### config.mk
export PLATFORM = sky130hd
export DESIGN_NAME = ps2_host_tx_flat
export DESIGN_NICKNAME = d
export VERILOG_FILES = /design/src/rtl/ps2_host_tx_if.sv /design/src/rtl/ps2_host_tx.sv /design/src/flat_wrapper.sv
export SDC_FILE = /design/constraint.sdc
export NUM_CORES = 1
export LEC_CHECK = 0
export BUFFER_PORTS_ARGS = -buffer_cell sky130_fd_sc_hd__buf_4
export CAP_MARGIN = 20
export CORE_UTILIZATION = 49
export DETAILED_ROUTE_END_ITERATION = 8
export PLACE_DENSITY = 0.68
export SKIP_LAST_GASP = 1
export SLEW_MARGIN = 30
export SYNTH_ARGS = -nofsm -noshare
export SYNTH_HDL_FRONTEND = slang
export SYNTH_SLANG_ARGS = --single-unit
### constraint.sdc
create_clock -name clk -period 3.1 [get_ports clk]
set_input_delay 0.31 -clock clk [delete_from_list [all_inputs] [get_ports clk]]
set_output_delay 0.31 -clock clk [all_outputs]
set_load 0.1 [all_outputs]
### src/rtl/ps2_host_tx_if.sv
// Command and pin-level signal bundle for the PS/2 host-to-device transmitter.
// master = command source / pin environment, slave = the transmitter.
interface ps2_host_tx_if;
  logic       cmd_valid;
  logic [7:0] cmd_data;
  logic       cmd_ready;
  logic       ps2_clk_in;
  logic       ps2_dat_in;
  logic       ps2_clk_oe;
  logic       ps2_dat_oe;
  logic       busy;
  logic       done;
  logic       ack_err;
  logic       timeout;

  modport master (
    output cmd_valid, cmd_data, ps2_clk_in, ps2_dat_in,
    input  cmd_ready, ps2_clk_oe, ps2_dat_oe, busy, done, ack_err, timeout
  );

  modport slave (
    input  cmd_valid, cmd_data, ps2_clk_in, ps2_dat_in,
    output cmd_ready, ps2_clk_oe, ps2_dat_oe, busy, done, ack_err, timeout
  );
endinterface

### src/rtl/ps2_host_tx.sv
// PS/2 host-to-device transmitter: request-to-send, device-clocked frame shift, ACK check.
// Optional macro PS2_TX_RETRY_EN: one automatic retry after an ACK error or timeout.
module ps2_host_tx #(
  parameter int INHIBIT_CYCLES = 6000,
  parameter int RTS_CYCLES     = 50,
  parameter int TIMEOUT_CYCLES = 1000000
) (
  input  logic         clk,
  input  logic         reset,
  ps2_host_tx_if.slave bus
);

  localparam int MAX_AB = (INHIBIT_CYCLES > RTS_CYCLES) ? INHIBIT_CYCLES : RTS_CYCLES;
  localparam int MAX_C  = (MAX_AB > TIMEOUT_CYCLES) ? MAX_AB : TIMEOUT_CYCLES;
  localparam int CNT_W  = $clog2(MAX_C + 1);

  localparam logic [CNT_W-1:0] CNT_ONE  = CNT_W'(1);
  localparam logic [CNT_W-1:0] INH_LAST = CNT_W'(INHIBIT_CYCLES - 1);
  localparam logic [CNT_W-1:0] RTS_LAST = CNT_W'(RTS_CYCLES - 1);
  localparam logic [CNT_W-1:0] TMO_LAST = CNT_W'(TIMEOUT_CYCLES - 1);
  localparam logic [3:0]       STOP_IDX = 4'd9;

  typedef enum logic [2:0] {
    S_IDLE, S_INHIBIT, S_RTS, S_SEND, S_ACK, S_WAIT_IDLE
  } state_t;

  state_t           state_q, state_d;
  logic [CNT_W-1:0] cnt_q, cnt_d;
  logic [3:0]       bit_q, bit_d;
  logic [9:0]       frame_q, frame_d;
  logic             dat_q, dat_d;
  logic             done_q, done_d;
  logic             ack_err_q, ack_err_d;
  logic             timeout_q, timeout_d;
`ifdef PS2_TX_RETRY_EN
  logic             retry_q, retry_d;
`endif

  logic clk_s1_q, clk_s2_q, clk_prev_q, dat_s1_q, dat_s2_q;
  logic fe, fail_ack, fail_tmo;

  // Stage: pin synchronisers; idle lines are high so reset to 1
  always_ff @(posedge clk or posedge reset) begin
    if (reset) begin
      clk_s1_q   <= 1'b1;
      clk_s2_q   <= 1'b1;
      clk_prev_q <= 1'b1;
      dat_s1_q   <= 1'b1;
      dat_s2_q   <= 1'b1;
    end else begin
      clk_s1_q   <= bus.ps2_clk_in;
      clk_s2_q   <= clk_s1_q;
      clk_prev_q <= clk_s2_q;
      dat_s1_q   <= bus.ps2_dat_in;
      dat_s2_q   <= dat_s1_q;
    end
  end

  assign fe = clk_prev_q & ~clk_s2_q;

  // Stage: control state
  always_ff @(posedge clk or posedge reset) begin
    if (reset) begin
      state_q   <= S_IDLE;
      cnt_q     <= '0;
      bit_q     <= '0;
      done_q    <= 1'b0;
      ack_err_q <= 1'b0;
      timeout_q <= 1'b0;
`ifdef PS2_TX_RETRY_EN
      retry_q   <= 1'b0;
`endif
    end else begin
      state_q   <= state_d;
      cnt_q     <= cnt_d;
      bit_q     <= bit_d;
      done_q    <= done_d;
      ack_err_q <= ack_err_d;
      timeout_q <= timeout_d;
`ifdef PS2_TX_RETRY_EN
      retry_q   <= retry_d;
`endif
    end
  end

  // Stage: frame payload, only meaningful once a command is accepted
  always_ff @(posedge clk) begin
    frame_q <= frame_d;
    dat_q   <= dat_d;
  end

  always_comb begin
    state_d   = state_q;
    cnt_d     = cnt_q;
    bit_d     = bit_q;
    frame_d   = frame_q;
    dat_d     = dat_q;
    done_d    = 1'b0;
    ack_err_d = 1'b0;
    timeout_d = 1'b0;
    fail_ack  = 1'b0;
    fail_tmo  = 1'b0;
`ifdef PS2_TX_RETRY_EN
    retry_d   = retry_q;
`endif

    case (state_q)
      S_IDLE: begin
        cnt_d = '0;
        if (bus.cmd_valid) begin
          frame_d = {1'b1, ~^bus.cmd_data, bus.cmd_data};
          state_d = S_INHIBIT;
`ifdef PS2_TX_RETRY_EN
          retry_d = 1'b0;
`endif
        end
      end
      S_INHIBIT: begin
        if (cnt_q == INH_LAST) begin
          cnt_d   = '0;
          state_d = S_RTS;
        end else begin
          cnt_d = cnt_q + CNT_ONE;
        end
      end
      S_RTS: begin
        if (cnt_q == RTS_LAST) begin
          cnt_d   = '0;
          bit_d   = '0;
          dat_d   = 1'b1;
          state_d = S_SEND;
        end else begin
          cnt_d = cnt_q + CNT_ONE;
        end
      end
      S_SEND, S_ACK, S_WAIT_IDLE: begin
        // A silent device wins over an edge arriving on the expiry cycle
        if (cnt_q == TMO_LAST) begin
          fail_tmo = 1'b1;
        end else begin
          cnt_d = fe ? '0 : cnt_q + CNT_ONE;
          if (state_q == S_SEND) begin
            if (fe) begin
              dat_d = ~frame_q[bit_q];
              bit_d = bit_q + 4'd1;
              if (bit_q == STOP_IDX) state_d = S_ACK;
            end
          end else if (state_q == S_ACK) begin
            if (fe) begin
              if (dat_s2_q) fail_ack = 1'b1;
              else          state_d  = S_WAIT_IDLE;
            end
          end else if (clk_s2_q && dat_s2_q) begin
            done_d  = 1'b1;
            state_d = S_IDLE;
          end
        end
      end
      default: state_d = S_IDLE;
    endcase

    if (fail_ack || fail_tmo) begin
      cnt_d = '0;
`ifdef PS2_TX_RETRY_EN
      if (!retry_q) begin
        retry_d = 1'b1;
        state_d = S_INHIBIT;
      end else begin
        ack_err_d = fail_ack;
        timeout_d = fail_tmo;
        state_d   = S_IDLE;
      end
`else
      ack_err_d = fail_ack;
      timeout_d = fail_tmo;
      state_d   = S_IDLE;
`endif
    end
  end

  // Line drives decode straight from state so reset releases them at once
  assign bus.cmd_ready  = (state_q == S_IDLE);
  assign bus.busy       = (state_q != S_IDLE);
  assign bus.ps2_clk_oe = (state_q == S_INHIBIT) || (state_q == S_RTS);
  assign bus.ps2_dat_oe = (state_q == S_RTS) || ((state_q == S_SEND) && dat_q);
  assign bus.done       = done_q;
  assign bus.ack_err    = ack_err_q;
  assign bus.timeout    = timeout_q;

endmodule

### src/flat_wrapper.sv
// flat-port wrapper written by rule: the top's interface ports become plain ports
module ps2_host_tx_flat 
#(
  parameter int INHIBIT_CYCLES = 6000,
  parameter int RTS_CYCLES     = 50,
  parameter int TIMEOUT_CYCLES = 1000000
)
  (clk, reset, bus_cmd_valid, bus_cmd_data, bus_ps2_clk_in, bus_ps2_dat_in, bus_cmd_ready, bus_ps2_clk_oe, bus_ps2_dat_oe, bus_busy, bus_done, bus_ack_err, bus_timeout);
  ps2_host_tx_if bus_i ();
  input  logic clk;
  input  logic reset;
  input wire logic [$bits(bus_i.cmd_valid)-1:0] bus_cmd_valid;
  input wire logic [$bits(bus_i.cmd_data)-1:0] bus_cmd_data;
  input wire logic [$bits(bus_i.ps2_clk_in)-1:0] bus_ps2_clk_in;
  input wire logic [$bits(bus_i.ps2_dat_in)-1:0] bus_ps2_dat_in;
  output wire logic [$bits(bus_i.cmd_ready)-1:0] bus_cmd_ready;
  output wire logic [$bits(bus_i.ps2_clk_oe)-1:0] bus_ps2_clk_oe;
  output wire logic [$bits(bus_i.ps2_dat_oe)-1:0] bus_ps2_dat_oe;
  output wire logic [$bits(bus_i.busy)-1:0] bus_busy;
  output wire logic [$bits(bus_i.done)-1:0] bus_done;
  output wire logic [$bits(bus_i.ack_err)-1:0] bus_ack_err;
  output wire logic [$bits(bus_i.timeout)-1:0] bus_timeout;
  assign bus_i.cmd_valid = bus_cmd_valid;
  assign bus_i.cmd_data = bus_cmd_data;
  assign bus_i.ps2_clk_in = bus_ps2_clk_in;
  assign bus_i.ps2_dat_in = bus_ps2_dat_in;
  assign bus_cmd_ready = bus_i.cmd_ready;
  assign bus_ps2_clk_oe = bus_i.ps2_clk_oe;
  assign bus_ps2_dat_oe = bus_i.ps2_dat_oe;
  assign bus_busy = bus_i.busy;
  assign bus_done = bus_i.done;
  assign bus_ack_err = bus_i.ack_err;
  assign bus_timeout = bus_i.timeout;
  ps2_host_tx #(.INHIBIT_CYCLES(INHIBIT_CYCLES), .RTS_CYCLES(RTS_CYCLES), .TIMEOUT_CYCLES(TIMEOUT_CYCLES)) u_core (.clk(clk), .reset(reset), .bus(bus_i));
endmodule
==> results of run 1 <==
-- stage by stage --
| step | instance area [sq um] | std cells |
|---|---|---|
| 2_1_floorplan | 2480 | 253 |
| 3_3_place_gp | 2670 | 331 |
| 3_5_place_dp | 2670 | 331 |
| 4_1_cts | 2790 | 339 |
| 5_1_grt | 2790 | 339 |
| 6_report | 2790 | 339 |
-- area by class of cell --
type | instances | area (sq um) | area share (%)
multi-input combinational | 189 | 1200 | 43.2
sequential | 45 | 1180 | 42.4
timing repair buffer | 24 | 180 | 6.46
tap | 67 | 83.8 | 3.01
clock buffer | 5 | 68.8 | 2.47
clock inverter | 3 | 46.3 | 1.66
inverter | 6 | 22.5 | 0.808
-- state kept, by name, indices dropped and copies added (netlist names) --
register / cells
u_core.frame_q: 9
u_core.bus.timeout: 1
u_core.clk_prev_q: 1
u_core.clk_s1_q: 1
u_core.dat_s1_q: 1
u_core.cnt_q: 20
u_core.state_q: 3
u_core.dat_s2_q: 1
u_core.dat_q: 1
u_core.bus.done: 1
u_core.clk_s2_q: 1
u_core.bus.ack_err: 1
u_core.bit_q: 4
-- final timing paths --
path | slack (ns) | cells after the start | endpoint
max | 0.44 | 6 | u_core.cnt_q[13]
min | 0.10 | 3 | u_core.cnt_q[1]
min in group clk | 0.11 | 1 | u_core.clk_s1_q
max in group asynchronous | 2.66 | 3 | u_core.clk_prev_q
min reg2reg | 0.36 | 0 | u_core.dat_s2_q
max reg2reg | 0.44 | 6 | u_core.cnt_q[13]
-- cells in the final DEF (no fill, tap or decap), drive strengths merged, types with 5 or more instances in the layout --
| cell type | Yosys | layout |
|---|---|---|
| xnor2 | 10 | 10 |
| dfstp | 5 | 5 |
| o21ai | 15 | 15 |
| mux2i | 6 | 6 |
| clkbuf | 6 | 5 |
| nand2 | 30 | 30 |
| nand3 | 21 | 21 |
| inv | 6 | 6 |
| dfrtp | 30 | 30 |
| edfxtp | 10 | 10 |
| nor3 | 8 | 8 |
| nor2 | 22 | 22 |
| a31oi | 5 | 5 |
| nand4 | 11 | 11 |
| buf | 7 | 24 |
-- tightest hold or removal path, stage by stage --
cell and delay (ns):
buf_4 0.10, inv_1 0.04, buf_4 0.38
-- power by group --
group / switching, uW / internal (uW) / leakage (uW)
sequential: 88.6 / 694 / 0.000556
clock: 210 / 241 / 0.0000543
combinational: 805 / 364 / 0.000500
total: 1100 / 1300 / 0.00111
-- cells by family after synthesis --
kind of cell,after synthesis,synth area share (%)
AO/OA/AOI/OAI,45,12.7
flip-flops,45,47.8
XOR/XNOR,11,3.90
adder cells (fa/ha/maj),4,2.02
buffers and inverters,19,3.64
multiplexers,8,4.25
AND/OR/NAND/NOR,121,25.7
-- routing by layer --
metal  vias to the layer above  global-route usage [%]  routed length, um
li1                        969                       -                  -
met3                         8                    4.01                185
met4                         0                    6.97                 74
met2                        48                    32.0               2310
met1                       926                    29.0               2430
met5                         -                       0                  0
==> flow_metrics.py, run 1 <==
metrics = {
    "placed_design": {
        "dp_hpwl_um": 3450,
        "place.gp.congestion": 0.782,
        "place_ws_ns": 0.469,
        "io_buffers": 19,
    },
    "min_path": {
        "hp-class": "input pin to async pin",
    },
    "floorplanning": {
        "die_y_um": 73.0,
        "rows": 25,
        "start_util_pct": 51.7,
        "die-area_sq_um": 5330,
        "die_x_um": 73.0,
        "core_sq_um": 4790,
        "ios": 20,
    },
    "routing": {
        "via_per_inst": 5.76,
        "via_count": 1951,
        "drt-initial-drc-count": 156,
        "wire_per_inst_um": 14.7,
        "ant_nets": 0,
        "first_pass_iters": 4,
        "drc": 0,
        "wirelength_um": 5000,
    },
    "cells_and_area": {
        "final_util_pct": 58.3,
        "diodes": 0,
        "drive_above_1_share_pct": 17.3,
        "fin_nets": 288,
        "fill_cells": 443,
        "syn_to_final_growth_pct": 12.8,
    },
    "clocking": {
        "ctsResizeCount": 0,
        "clockBufferDepth": 2,
        "clock-sinks": 45,
        "cts-root-buf": "clkbuf_8",
        "cts_made_buffers": 5,
        "cts_hold_buf": 0,
        "cts_tree": "built",
        "htree_levels": 2,
        "cts_setup_buffers": 0,
        "clk_latency_ns": 0.30,
        "clk_pin_slew_ns": 0.09,
    },
    "grt": {
        "track_usage_pct": 20.7,
        "grt_pass1_wl_um": 8380,
        "grt_max_degree": 36,
        "gr-total-overflow": 0,
        "antenna_found_initial": 0,
        "grt_pass1_vias": 1747,
    },
    "critical_path": {
        "crit_fanout": 23,
        "critical_path.startpoint": "u_core.cnt_q[17]",
        "cp_top_family": "simple AND/OR/NAND/NOR gates",
        "path_cells": "or4_1 -> nor2_1 -> nand4_1 -> a211o_1 -> and2_4 -> a221o_1",
        "critPathBufInv": 0,
        "cp-end-kind": "flop",
        "r2r_start": "u_core.cnt_q[17]",
        "cp.arrival_ns": 2.85,
        "cp_slowest_cell": "a211o_1",
        "slowest_delay_ns": 0.59,
        "crit_required_ns": 3.29,
        "crit_type": "flop to flop",
        "startpoint_type": "flop",
    },
    "synth": {
        "postSynth.asyncResetShare_pct": 77.8,
        "syn_inst": 253,
        "synth-main-ff-cell": "dfrtp_1",
        "yosysWarningCount": 0,
        "netlist_area_sq_um": 2470,
        "syn-num-nets": 270,
        "netlist_top_cells_count": "dfrtp_1 (30), nand2_1 (30), nor2_1 (22), nand3_1 (21), o21ai_0 (15)",
        "synth.area.top_cells": "dfrtp_1 (30%), edfxtp_1 (12%), dfstp_2 (5.3%)",
        "synth-seq-cells": 45,
        "synth_edf_count": 10,
        "yosysTopAreaCell": "dfrtp_1",
        "synth.top_cell.area_share_pct": 30.4,
        "avgSynthCellArea_sq_um": 9.77,
        "ys_seq_area_share_pct": 47.8,
        "yosys.cell_types.count": 46,
    },
    "sta": {
        "slew_headroom_pct": 38.7,
        "timing.fmax_ghz": 0.376,
        "timing.hold.ws_ns": 0.105,
        "maxSlewViolCount": 0,
        "tns_ns": 0,
        "period_needed_ns": 2.66,
        "hold_violations": 0,
        "finalSetupViolations": 0,
        "skew_ns": 0.00361,
        "finalCritPeriodShare_pct": 85.7,
        "grt_setup_unrepaired": "false",
        "setup_ws_ns": 0.442,
        "tightest_slew_ns": 0.914,
    },
    "pwr": {
        "finalPower_uw": 2400,
        "powerDensity_nw_per_um2": 862,
        "leakage_uw": 0.00111,
        "vdd_drop_max_uv": 455,
    },
    "status": {
        "status": "finished clean",
    },
    "flow_run": {
        "max-cap-violations": 0,
    },
}
(Power assumes the default switching activity.)
==> run 2, diff against run 1 <==
Settings changed: CAP_MARGIN 20 to 40, PLACE_DENSITY 0.68 to 0.65.
==> run 2 against run 1 <==
Compared with the run above: fmax decreased by 0.99%; sequential share of layout area decreased by 0.23 points; non-clock buffer count rose by 2; highest routed layer unchanged; flip-flop and latch count is the same; largest power group unchanged; final cell count rose by 0.59%; die area unchanged.
==> flow_metrics.py, run 2 (synthesis gave the netlist of run 1 again) <==
metrics = {
    "cells_and_area": {
        "diodes": 0,
        "drive_above_1_share_pct": 17.9,
        "reg_top3": "u_core.cnt_q (20), u_core.frame_q (9), u_core.bit_q (4)",
        "syn_to_final_growth_pct": 13.4,
        "layout.cells.non_filler": 341,
        "final_util_pct": 58.6,
        "regMostFlops": "u_core.cnt_q",
        "fin_nets": 290,
        "largest_register_ffs": 20,
        "mostFrequentLayoutCells": "nand2_1 (30), dfrtp_1 (30), buf_4 (26)",
    },
    "routing": {
        "wire_per_inst_um": 14.8,
        "drt-initial-drc-count": 208,
        "via_per_inst": 5.70,
        "ant_nets": 0,
        "routed.top_layer": "met4",
        "drc": 0,
        "via_count": 1945,
        "met1_length_um": 2440,
        "wl_met2_um": 2300,
        "wirelength_um": 5040,
        "first_pass_iters": 4,
        "met3WireLength_um": 236,
    },
    "grt": {
        "track_usage_pct": 21.6,
        "antenna_found_initial": 0,
        "grt_max_degree": 36,
        "grt_pass1_wl_um": 8700,
        "grt_pass1_vias": 1869,
        "gr-total-overflow": 0,
    },
    "floorplanning": {
        "die-area_sq_um": 5330,
        "die_x_um": 73.0,
        "die_y_um": 73.0,
        "core_sq_um": 4790,
        "start_util_pct": 51.7,
        "ios": 20,
        "rows": 25,
    },
    "sta": {
        "maxSlewViolCount": 0,
        "tightest_slew_ns": 0.732,
        "finalCritPeriodShare_pct": 86.6,
        "finalSetupViolations": 0,
        "skew_ns": 0.00881,
        "hold_violations": 0,
        "tns_ns": 0,
        "setup_ws_ns": 0.415,
        "timing.fmax_ghz": 0.372,
        "slew_headroom_pct": 51.2,
        "period_needed_ns": 2.68,
        "grt_setup_unrepaired": "false",
    },
    "clocking": {
        "ctsResizeCount": 0,
        "clk_pin_slew_ns": 0.09,
        "cts_made_buffers": 5,
        "htree_levels": 2,
        "cts_tree": "built",
        "clk_latency_ns": 0.30,
        "clock-sinks": 45,
        "clockBufferDepth": 2,
        "cts_setup_buffers": 0,
        "cts_hold_buf": 0,
        "cts-root-buf": "clkbuf_8",
    },
    "critical_path": {
        "crit_fanout": 23,
        "slowest_delay_ns": 0.61,
        "r2r_start": "u_core.cnt_q[17]",
        "path_cells": "or4_1 -> nor2_1 -> nand4_1 -> a211o_1 -> and2_4 -> a221o_1",
        "crit_type": "flop to flop",
        "r2r_slack_ns": 0.42,
        "reg2reg_depth": 6,
        "startpoint_type": "flop",
        "cp_slowest_cell": "a211o_1",
        "cp-end-kind": "flop",
        "crit_required_ns": 3.29,
        "r2r_end": "u_core.cnt_q[13]",
        "cp.arrival_ns": 2.87,
    },
    "placed_design": {
        "dp_cells": 333,
        "place_ws_ns": 0.462,
        "io_buffers": 19,
        "dp_hpwl_um": 3590,
        "place.gp.congestion": 0.803,
    },
    "flow_run": {
        "max-cap-violations": 0,
    },
    "status": {
        "status": "finished clean",
    },
    "pwr": {
        "finalPower_uw": 2400,
        "powerDensity_nw_per_um2": 857,
        "vdd_drop_max_uv": 600,
        "leakage_uw": 0.00112,
    },
    "min_path": {
        "hp-class": "input pin to async pin",
    },
}
run 2: cell count changes in the layout (fill, tap and decap cells not counted), sizes merged:
cell	before	now
buf	24	26
run 2: metal layers:
metal  vias to the layer above  GRT usage [%]
met5                         -              0
met4                         0           6.54
met3                         5           4.14
met2                        50           33.7
met1                       924           30.5
li1                        966              -
run 2: worst max-delay path by stage:
stage	endpoint	startpoint	cells after the start
2_1_floorplan	bus_busy	u_core.state_q[2]	3
3_3_place_gp	u_core.cnt_q[13]	u_core.cnt_q[17]	6
3_5_place_dp	u_core.cnt_q[13]	u_core.cnt_q[17]	6
4_1_cts	u_core.cnt_q[13]	u_core.cnt_q[17]	6
5_1_grt	u_core.cnt_q[8]	u_core.cnt_q[17]	6
6_report	u_core.cnt_q[13]	u_core.cnt_q[17]	6
run 2: worst max-delay path: cells and delay by family (launching register included):
family	cells	cell delay, ns
AOI/OAI and AO/OA	2	0.90
DFF	1	0.44
and+or+nand+nor	4	1.23
run 2: per-stage QoR:
step                instance area (sq um)  hold slack [ns]
floorplan                            2480            0.314
global placement                     2680            0.346
detailed placement                   2690            0.354
CTS                                  2800            0.101
global route                         2800           0.0916
finish                               2800            0.110
run 2: layout make-up:
type | instances | area (sq um)
Multi-Input combinational cell | 189 | 1200
Tap cell | 67 | 83.8
Timing Repair Buffer | 26 | 195
Fill cell | 413 | 1980
Sequential cell | 45 | 1180
Clock buffer | 5 | 68.8
Clock inverter | 3 | 46.3
Inverter | 6 | 22.5
run 2: where the power goes:
part | switching, uW | internal (uW) | total, uW
Sequential | 90.5 | 694 | 784
Combinational | 796 | 375 | 1170
Clock | 207 | 241 | 448
==> run 3, diff against run 2 <==
Settings changed: CORE_MARGIN set to 2.
==> run 3 against run 2 <==
Compared with the run above: critical path depth is the same; count of clock-buffer cells in the layout is the same; wire length is essentially flat; largest power group unchanged; critical path type unchanged; first-iteration DRC count shrank 11%; sequential power is essentially flat; register-to-register slack gained 0.05 ns; total power shrank 3.2%; die area grew 5.6%.
==> flow_metrics.py, run 3 (synthesis gave the netlist of run 1 again) <==
metrics = {
    "pwr": {
        "vdd_drop_max_uv": 628,
        "powerDensity_nw_per_um2": 840,
        "leakage_uw": 0.00111,
    },
    "floorplanning": {
        "die_y_um": 75.0,
        "die-area_sq_um": 5630,
        "rows": 25,
        "ios": 20,
        "core_sq_um": 4790,
        "start_util_pct": 51.7,
        "die_x_um": 75.0,
    },
    "cells_and_area": {
        "syn_to_final_growth_pct": 12.1,
        "drive_above_1_share_pct": 17.6,
        "reg_top3": "u_core.cnt_q (20), u_core.frame_q (9), u_core.bit_q (4)",
        "regMostFlops": "u_core.cnt_q",
        "diodes": 0,
        "fin_nets": 289,
        "largest_register_ffs": 20,
        "mostFrequentLayoutCells": "nand2_1 (30), dfrtp_1 (30), buf_4 (25)",
    },
    "sta": {
        "skew_ns": 0.00854,
        "period_needed_ns": 2.64,
        "finalSetupViolations": 0,
        "maxSlewViolCount": 0,
        "tightest_slew_ns": 0.705,
        "grt_setup_unrepaired": "false",
        "hold_violations": 0,
        "finalCritPeriodShare_pct": 85.1,
        "tns_ns": 0,
        "timing.hold.ws_ns": 0.107,
        "timing.fmax_ghz": 0.379,
        "slew_headroom_pct": 53.0,
    },
    "grt": {
        "grt_pass1_wl_um": 8460,
        "antenna_found_initial": 0,
        "track_usage_pct": 19.9,
        "grt_pass1_vias": 1826,
        "gr-total-overflow": 0,
        "grt_max_degree": 36,
    },
    "critical_path": {
        "crit_type": "flop to flop",
        "cp.arrival_ns": 2.83,
        "startpoint_type": "flop",
        "cp-end-kind": "flop",
        "r2r_slack_ns": 0.46,
        "crit_required_ns": 3.29,
        "reg2reg_depth": 6,
        "crit_fanout": 23,
        "r2r_end": "u_core.cnt_q[13]",
        "r2r_start": "u_core.cnt_q[17]",
    },
    "routing": {
        "via_per_inst": 5.76,
        "drc": 0,
        "drt-initial-drc-count": 185,
        "via_count": 1958,
        "wire_per_inst_um": 14.8,
        "ant_nets": 0,
        "wirelength_um": 5050,
        "first_pass_iters": 4,
    },
    "clocking": {
        "cts_hold_buf": 0,
        "cts_tree": "built",
        "cts_made_buffers": 5,
        "ctsResizeCount": 0,
        "clock-sinks": 45,
        "clockBufferDepth": 2,
        "cts_setup_buffers": 0,
        "htree_levels": 2,
        "clk_pin_slew_ns": 0.09,
        "cts-root-buf": "clkbuf_8",
        "clk_latency_ns": 0.30,
    },
    "placed_design": {
        "place.gp.congestion": 0.817,
        "io_buffers": 19,
        "dp_hpwl_um": 3590,
    },
    "min_path": {
        "hp-class": "input pin to async pin",
    },
    "flow_run": {
        "max-cap-violations": 0,
    },
    "status": {
        "status": "finished clean",
    },
}
run 3: changes by cell type in the layout (fill, tap and decap cells not counted), sizes merged:
| cell | change |
|---|---|
| buf | -1 |
| bufinv | -1 |
| inv | +1 |
run 3: routing by layer:
layer  up-vias  global-route usage (%)  wire (um)
met5         -                       0          0
met4         0                    6.55         63
met3         6                    4.28        215
met2        53                    30.4       2310
met1       932                    28.2       2460
li1        967                       -          -
run 3: how the worst max path moves through the flow:
stage / start / endpoint / slack (ns) / cells after the start
after floorplan: u_core.state_q[2] / bus_busy / 0.04 / 3
after global placement: u_core.cnt_q[18] / u_core.cnt_q[13] / 0.49 / 6
after detailed placement: u_core.cnt_q[17] / u_core.cnt_q[13] / 0.49 / 6
after CTS: u_core.cnt_q[17] / u_core.cnt_q[13] / 0.48 / 6
after global routing: u_core.cnt_q[18] / u_core.cnt_q[8] / 0.28 / 6
final: u_core.cnt_q[17] / u_core.cnt_q[13] / 0.46 / 6
run 3: worst max-delay path, stage by stage (launching register included):
cell,delay [ns]
dfrtp_1,0.44
or4_1,0.52
nor2_1,0.18
nand4_1,0.20
a211o_1,0.59
and2_4,0.31
a221o_1,0.28
run 3: through the flow:
step | utilization, % | area, sq um | std cells | setup WS, ns | power (uW)
global placement | 55.9 | 2670 | 331 | 0.488 | 1940
detailed placement | 56.0 | 2680 | 332 | 0.487 | 1960
CTS | 57.9 | 2770 | 340 | 0.483 | 2330
floorplan | - | 2480 | 253 | 0.0358 | 1710
finish | 57.9 | 2770 | 340 | 0.462 | 2330
global route | 57.9 | 2770 | 340 | 0.277 | 2460
run 3: report_power, final:
group | leakage (uW) | switching (uW) | total, uW | internal [uW]
clock network | 0.0000445 | 213 | 373 | 160
logic | 0.000504 | 794 | 1170 | 375
registers | 0.000556 | 91.0 | 785 | 694
total | 0.00111 | 1100 | 2330 | 1230
run 3: final cells by class:
cell class                 instances  area (sq um)
timing repair buffer              25           188
clock buffer                       5          68.8
inverter                           6          22.5
multi-input combinational        189          1200
clock inverter                     3          21.3
sequential                        45          1180
tap                               67          83.8
fill                             429          2010
